[src/rtl/fetch_req_ctrl.sv]
`default_nettype none
// ============================================================================
// Module  : fetch_req_ctrl
// Brief   : Pre-IF fetch front end: next-PC generation, single-outstanding
//           SRAM-like instruction reads, redirect cancellation and a
//           registered valid/allowin output stage with a 1-entry skid buffer.
//           Optional macro FETCH_ADEF_EN: misaligned fetch raises ADEF.
// Revision: 1.0 - initial release
// ============================================================================
module fetch_req_ctrl #(
   parameter logic [31:0] RESET_PC  = 32'h1C000000,
   parameter int          EX_CODE_W = 15
) (
   input  logic                          clk,
   input  logic                          resetn,
   output logic                          inst_sram_req,
   output logic                          inst_sram_wr,
   output logic [1:0]                    inst_sram_size,
   output logic [3:0]                    inst_sram_wstrb,
   output logic [31:0]                   inst_sram_addr,
   output logic [31:0]                   inst_sram_wdata,
   input  logic                          inst_sram_addr_ok,
   input  logic                          inst_sram_data_ok,
   input  logic [31:0]                   inst_sram_rdata,
   input  logic                          br_taken,
   input  logic [31:0]                   br_target,
   input  logic                          wb_ex,
   input  logic [31:0]                   ex_entry,
   input  logic                          ertn_flush,
   input  logic [31:0]                   ex_ra,
   input  logic                          ds_allowin,
   output logic                          fs_to_ds_valid,
   output logic [32+32+1+EX_CODE_W-1:0]  fs_to_ds_bus
);

   localparam int BUS_W = 32 + 32 + 1 + EX_CODE_W;

   typedef enum logic [1:0] {
      S_IDLE = 2'd0,
      S_ADDR = 2'd1,
      S_DATA = 2'd2
   } state_t;

   state_t             state_q;
   logic               req_q;
   logic [31:0]        addr_q;
   logic [31:0]        last_pc_q;
   logic               redir_pend_q;
   logic [31:0]        redir_pc_q;
   logic               req_redir_q;
   logic               cancel_q;
   logic               out_valid_q;
   logic [BUS_W-1:0]   out_bus_q;
   logic               skid_valid_q;
   logic [BUS_W-1:0]   skid_bus_q;

   logic               redir;
   logic [31:0]        redir_tgt;
   logic [31:0]        fetch_pc_d;
   logic               can_issue;
   logic               consume;
   logic               issue;
   logic               data_acc;
   logic               push;
   logic [BUS_W-1:0]   push_bus;

`ifdef FETCH_ADEF_EN
   localparam logic [EX_CODE_W-1:0] ECODE_ADEF = EX_CODE_W'(6'h08);
   logic               halt_q;
   logic               adef;
`endif

   always_comb begin
      redir      = wb_ex | ertn_flush | br_taken;
      redir_tgt  = br_target;
      if (wb_ex) begin
         redir_tgt = ex_entry;
      end else if (ertn_flush) begin
         redir_tgt = ex_ra;
      end
      fetch_pc_d = redir_pend_q ? redir_pc_q : (last_pc_q + 32'd4);
      can_issue  = !skid_valid_q && (!out_valid_q || ds_allowin);
      consume    = out_valid_q && ds_allowin;
      // A redirect seen in IDLE is latched first and issued next cycle.
`ifdef FETCH_ADEF_EN
      adef       = (state_q == S_IDLE) && can_issue && !redir && !halt_q
                   && (fetch_pc_d[1:0] != 2'b00);
      issue      = (state_q == S_IDLE) && can_issue && !redir && !halt_q && !adef;
`else
      issue      = (state_q == S_IDLE) && can_issue && !redir;
`endif
      data_acc   = (state_q == S_DATA) && inst_sram_data_ok && !cancel_q && !redir;
`ifdef FETCH_ADEF_EN
      push       = data_acc | adef;
      push_bus   = adef ? {fetch_pc_d, 32'd0, 1'b1, ECODE_ADEF}
                        : {addr_q, inst_sram_rdata, 1'b0, {EX_CODE_W{1'b0}}};
`else
      push       = data_acc;
      push_bus   = {addr_q, inst_sram_rdata, 1'b0, {EX_CODE_W{1'b0}}};
`endif
   end

   always_ff @(posedge clk) begin
      if (!resetn) begin
         state_q      <= S_IDLE;
         req_q        <= 1'b0;
         addr_q       <= RESET_PC;
         last_pc_q    <= RESET_PC - 32'd4;
         redir_pend_q <= 1'b0;
         redir_pc_q   <= 32'd0;
         req_redir_q  <= 1'b0;
         cancel_q     <= 1'b0;
         out_valid_q  <= 1'b0;
         out_bus_q    <= '0;
         skid_valid_q <= 1'b0;
         skid_bus_q   <= '0;
`ifdef FETCH_ADEF_EN
         halt_q       <= 1'b0;
`endif
      end else begin
         if (redir) begin
            redir_pend_q <= 1'b1;
            redir_pc_q   <= redir_tgt;
            req_redir_q  <= 1'b0;
`ifdef FETCH_ADEF_EN
            halt_q       <= 1'b0;
`endif
         end

`ifdef FETCH_ADEF_EN
         if (adef) begin
            redir_pend_q <= 1'b0;
            last_pc_q    <= fetch_pc_d;
            halt_q       <= 1'b1;
         end
`endif

         case (state_q)
            S_IDLE: begin
               if (issue) begin
                  state_q     <= S_ADDR;
                  req_q       <= 1'b1;
                  addr_q      <= fetch_pc_d;
                  last_pc_q   <= fetch_pc_d;
                  req_redir_q <= redir_pend_q;
               end
            end
            S_ADDR: begin
               if (redir) begin
                  cancel_q <= 1'b1;
               end
               if (inst_sram_addr_ok) begin
                  state_q <= S_DATA;
                  req_q   <= 1'b0;
                  // Only the request that carried the target retires the redirect.
                  if (req_redir_q && !redir) begin
                     redir_pend_q <= 1'b0;
                  end
               end
            end
            S_DATA: begin
               if (redir) begin
                  cancel_q <= 1'b1;
               end
               if (inst_sram_data_ok) begin
                  state_q  <= S_IDLE;
                  cancel_q <= 1'b0;
               end
            end
            default: begin
               state_q <= S_IDLE;
               req_q   <= 1'b0;
            end
         endcase

         if (redir) begin
            out_valid_q  <= 1'b0;
            skid_valid_q <= 1'b0;
         end else if (!out_valid_q || consume) begin
            if (skid_valid_q) begin
               out_valid_q  <= 1'b1;
               out_bus_q    <= skid_bus_q;
               skid_valid_q <= push;
               if (push) begin
                  skid_bus_q <= push_bus;
               end
            end else begin
               out_valid_q <= push;
               if (push) begin
                  out_bus_q <= push_bus;
               end
            end
         end else if (push) begin
            skid_valid_q <= 1'b1;
            skid_bus_q   <= push_bus;
         end
      end
   end

   assign inst_sram_req   = req_q;
   assign inst_sram_wr    = 1'b0;
   assign inst_sram_size  = 2'b10;
   assign inst_sram_wstrb = 4'b0000;
   assign inst_sram_addr  = addr_q;
   assign inst_sram_wdata = 32'd0;
   assign fs_to_ds_valid  = out_valid_q;
   assign fs_to_ds_bus    = out_bus_q;

endmodule
`default_nettype wire

[config.mk]
export PLATFORM = sky130hd
export DESIGN_NAME = fetch_req_ctrl
export DESIGN_NICKNAME = d
export VERILOG_FILES = /design/src/rtl/fetch_req_ctrl.sv
export SDC_FILE = /design/constraint.sdc
export NUM_CORES = 1
export LEC_CHECK = 0
export BUFFER_PORTS_ARGS = -buffer_cell sky130_fd_sc_hd__buf_4
export CAP_MARGIN = 20
export CORE_ASPECT_RATIO = 0.5
export CORE_UTILIZATION = 30
export DETAILED_ROUTE_END_ITERATION = 12
export GPL_ROUTABILITY_DRIVEN = 0
export PLACE_DENSITY = 0.48
export SYNTH_ARGS = -nofsm -noshare
export SYNTH_HDL_FRONTEND = slang
export SYNTH_SLANG_ARGS = --single-unit
[constraint.sdc]
create_clock -name clk -period 2.55 [get_ports clk]
set_input_delay 0.3825 -clock clk [delete_from_list [all_inputs] [get_ports clk]]
set_output_delay 0.3825 -clock clk [all_outputs]
set_load 0.005 [all_outputs]
== After elaboration in Yosys (flattened, before gate mapping) ==
Index checks and enable logic that the tools add are counted.
Storage, ports and cells
  logic and storage cells: 77
  input bits: 136
  output and inout bits: 153
  register bits: 264
Cells by class
  bitwise logic cells: 5
  reduce and logical (&&, ||, !) cells: 24
  equal/unequal tests: 6
  muxes and demuxes: 29
  $add $sub $neg: 1
Operator list (count)
  $mux W80: 5
  $mux W32: 3
  $add A32 B3 Y32 const B: 1
  $mux W1: 15
  $reduce_and A3 Y1: 3
  $logic_and A1 B1 Y1: 8
  $ne A2 B2 Y1 const B: 4
  $mux W2: 3
  $pmux W2 S3: 1
  $reduce_bool A2 Y1: 3
  $logic_not A1 Y1: 4
  $reduce_and A2 Y1: 2
  $not A1 Y1: 3
  $pmux W1 S3: 1
  $eq A2 B1 Y1 const B: 1
  $eq A2 B2 Y1 const B: 1
  $logic_not A2 Y1: 1
  $logic_or A1 B1 Y1: 2
  $or A1 B1 Y1: 2
  $pmux W1 S2: 1
  $reduce_or A2 Y1: 1

== Logic depth before layout (Yosys ltp) ==
  depth in word-level cells: 7
  depth in mapped cells: 10
  depth with buffers taken out: 7

== Least setup slack after synthesis ==
OpenSTA, ideal clock, no wires.
  path type: input-to-reg
  start point: input port ertn_flush
  end point: register addr_q[31], in the netlist inst_sram_addr[31]
  path slack: 0.292 ns
  setup time: 0.074 ns
  arrival: 2.183 ns
  cell stages on the path: 7
  buffers on the path: 2
  data required time: 2.476 ns
  cell sequence: buf_6 or3_1 or4_1 clkbuf_1 or3_1 or3_1 a31oi_1
Between the ends
  word-level cells in the longest chain between the ends: 5
RTL lines
  start, declared: line 29  | input logic ertn_flush,
  $or A1 B1 Y1 (2 in a row): line 74  | redir = wb_ex | ertn_flush | br_taken;
  $logic_not A1 Y1: line 90  | issue = (state_q == S_IDLE) && can_issue && !redir;
  $logic_and A1 B1 Y1: line 90
  $reduce_and A2 Y1 (no line)
  end signal, assigned: line 143  | addr_q <= fetch_pc_d;
  end, declared: line 46  | logic [31:0] addr_q;
No other way between the ends.
A chain may end at the register's enable or synchronous reset.

== Worst setup path in the final report ==
  start point: register state_q[1]
  end point: register addr_q[30], in the netlist inst_sram_addr[30]
Between the ends
  word-level cells in the longest chain between the ends: 4
RTL lines
  start, declared: line 44  | state_t state_q;
  start signal, assigned: line 105  | state_q <= S_IDLE;
  start signal, assigned: line 141  | state_q <= S_ADDR;
  start signal, assigned: line 153  | state_q <= S_DATA;
  $logic_not A2 Y1 *: line 90, 138
  $logic_and A1 B1 Y1 (2 in a row): line 90
  $reduce_and A2 Y1 (no line) *
Mark *: on every way between the ends. The rest lies on a longest branch, timed or not.

==> reports/summary.txt <==
Status: finished, final reports clean
Synth Register Bits: 225
Register area: 0.00451 sq mm
Placement Cell Area: 0.0129 sq mm
Design area: 0.0137 sq mm
Final Util: 39.4%
Slew Viols, Final: 0
Worst Setup End Kind: flop
Clk_lat worst skew: 0.54 ns
Die Span X: 270 um
Final setup vio count: 0
CORE AREA: 0.0349 sq mm
Simple logic cell fraction of the synthesized area: 18.9%
Crit share post-route: 89.3%
Adder-Cell Fraction of Synth Area: 0.581%
Mean area per synthesized cell: 7.99 sq um
Least-Margin Pin Slew: 0.638 ns
CTS Sinks: 225
Critical path startpoint: state_q[1]$_SDFFE_PN0P_
Post-Syn Area: 0.0108 sq mm
Initial antenna violation count: 0
Complex-gate fraction of the synthesized area: 18.8%
Final WL: 32.5 mm
1st-iter DRT viols: 505
Area Overhead vs Synth: 27.7%
Period minus WS final: 2.28 ns
DRT Pass-1 Iters: 5
Filler Cells Inserted: 3561
Synth Warn #: 0
Routed wire length per instance: 16.0 um
Die ar.: 0.0367 sq mm
Num rows: 48
Maximum clock frequency: 0.439 GHz
Multi-input combinational cell area: 0.00555 sq mm
Worst-case clock buffer depth: 3
Cell Pwr Density: 625 mW/mm^2
DP HPWL: 23.5 mm
Clk pin slew, worst setup/hold paths: 0.07 ns
Setup_tns: 0 ns
Req. time, crit path: 3.03 ns
Gates resized, CTS repair: 0
Worst VDD drop: 427 uV
CTS tree: built
Io pins: 289
Global-route wire length before repair: 50.9 mm
Vias in the first global route: 9067
Unrepaired setup endpoints after global routing: false
Largest family of logic cells by synthesized area: simple AND/OR/NAND/NOR gates
Final #Nets: 1676
Lkg Pwr: 5.40 nW
Ys flop type: dfxtp_1
N_diodes: 0
Share of the yosys chip area belonging to registers: 41.9%
Largest net degree at the start of global routing: 111
Global route overflow: 0
Kind of critical path: flop to flop
Vias: 9856
DRC: 0
Post-synth EDFFs: 0
Hold Crit Class: input pin to flop
Total of max-cap violations: 0
Arrival time at the worst endpoint: 2.75 ns
Worst relative slew slack: 57.5%
# Post-CTS Setup Buffers: 0
Post-synthesis xor/xnor area fraction: 1.55%
Crit path launch type: flop
Vias/cell: 4.86
H-tree depth: 1
Most frequent cells in the layout: 267 x nand2_1, 266 x buf_4, 223 x dfxtp_1
Layout Skew: 0.0149 ns
Mapped Cells: 1347
Final hold vios: 0
Root buffer cell: clkbuf_16
FFs w/ async S/R, synth: 0%
WHS: 0.0650 ns
Share of cells above drive strength 1: 21.3%
Post-DRT Antenna Nets: 0
Buffers on Ports: 233
# hold bufs at CTS: 0
Num CTS Buffers: 23
Distinct cells, synth: 59
All-Layer GR Usage: 17.1%
FF-to-FF Start: state_q[1]$_SDFFE_PN0P_
Die height: 136 um
Hold Startpoint: inst_sram_data_ok
Largest fanout on the critical path: 9
Post-synthesis mux area share: 9.50%
Initial Util: 30.8%
Most common cell after layout, fill and taps aside: nand2_1
## power breakdown
| part | internal [mW] | leakage, nW | switching, mW |
|---|---|---|---|
| Sequential | 3.61 | 1.83 | 0.136 |
| Combinational | 0.537 | 3.17 | 0.627 |
| Clock | 2.19 | 0.402 | 1.49 |
| Total | 6.34 | 5.40 | 2.25 |
## kinds of logic after synthesis
logic type | count (synthesis)
adder cells (fa/ha/maj) | 5
flip-flops | 225
buffers and inverters | 183
multiplexers | 102
AND/OR/NAND/NOR | 477
XOR/XNOR | 19
other | 2
AO/OA/AOI/OAI | 334
## stage by stage
step                worst slack [ns]  total power, mW  std cells
floorplan                      0.292             4.55       1400
detailed placement             0.108             4.99       1985
CTS                            0.259             8.70       2026
global placement               0.105             4.98       1985
global route                   0.112             8.99       2026
finish                         0.272             8.59       2026
## worst paths after layout
path	endpoint	slack [ns]	cells past startpoint
max	inst_sram_addr[30]$_SDFFE_PN0P_	0.27	7
min reg2reg	redir_pc_q[12]$_SDFFE_PN0P_	0.45	2
min	cancel_q$_SDFFE_PN0P_	0.07	2
max reg2reg	inst_sram_addr[30]$_SDFFE_PN0P_	0.27	7
## layer usage
metal | wire length [um] | global-route usage [%]
met5 | 0 | 0
met4 | 600 | 3.79
met1 | 15800 | 24.3
met3 | 1450 | 2.67
met2 | 14600 | 27.3
## registers in the layout, summed over array words and instances (netlist names)
register and count:
cancel_q 1, fs_to_ds_bus 64, fs_to_ds_valid 1, inst_sram_addr 32, inst_sram_req 1, last_pc_q 25
redir_pc_q 32, redir_pend_q 1, req_redir_q 1, skid_bus_q 64, skid_valid_q 1, state_q 2
## area by class of cell
type	instances	share of cell area, %
clock inverter	11	1.26
timing repair buffer	277	16.1
tap	475	4.32
multi-input combinational	992	40.3
clock buffer	30	4.67
inverter	16	0.473
sequential	225	32.8
## Yosys cell counts, types with 7 or more instances
master	number	share of area, %
inv_1	14	0.49
buf_4	62	4.3
dfxtp_1	225	42
nor4_1	8	0.47
mux2i_1	101	9.4
o21ai_0	63	2.9
nand2_1	267	9.3
or3_1	9	0.52
a31oi_1	12	0.70
nor2_1	99	3.5
nand4_1	13	0.76
a21oi_1	136	6.3
clkbuf_1	81	2.8
xnor2_1	16	1.3
o21a_1	7	0.49
o211ai_1	8	0.56
a211oi_1	66	4.6
nand3_1	24	1.1
buf_2	17	0.79
o22ai_1	9	0.52
nor3_1	19	0.88
and3_1	16	0.93
## worst max-delay path, stage by stage, from the launching register on
cell     delay (ns)
dfxtp_1        0.33
inv_1          0.10
ha_1           0.25
inv_1          0.12
or4_1          0.60
buf_4          0.20
or4_1          0.49
a21oi_1        0.12
Power figures use the tool's default switching activity.
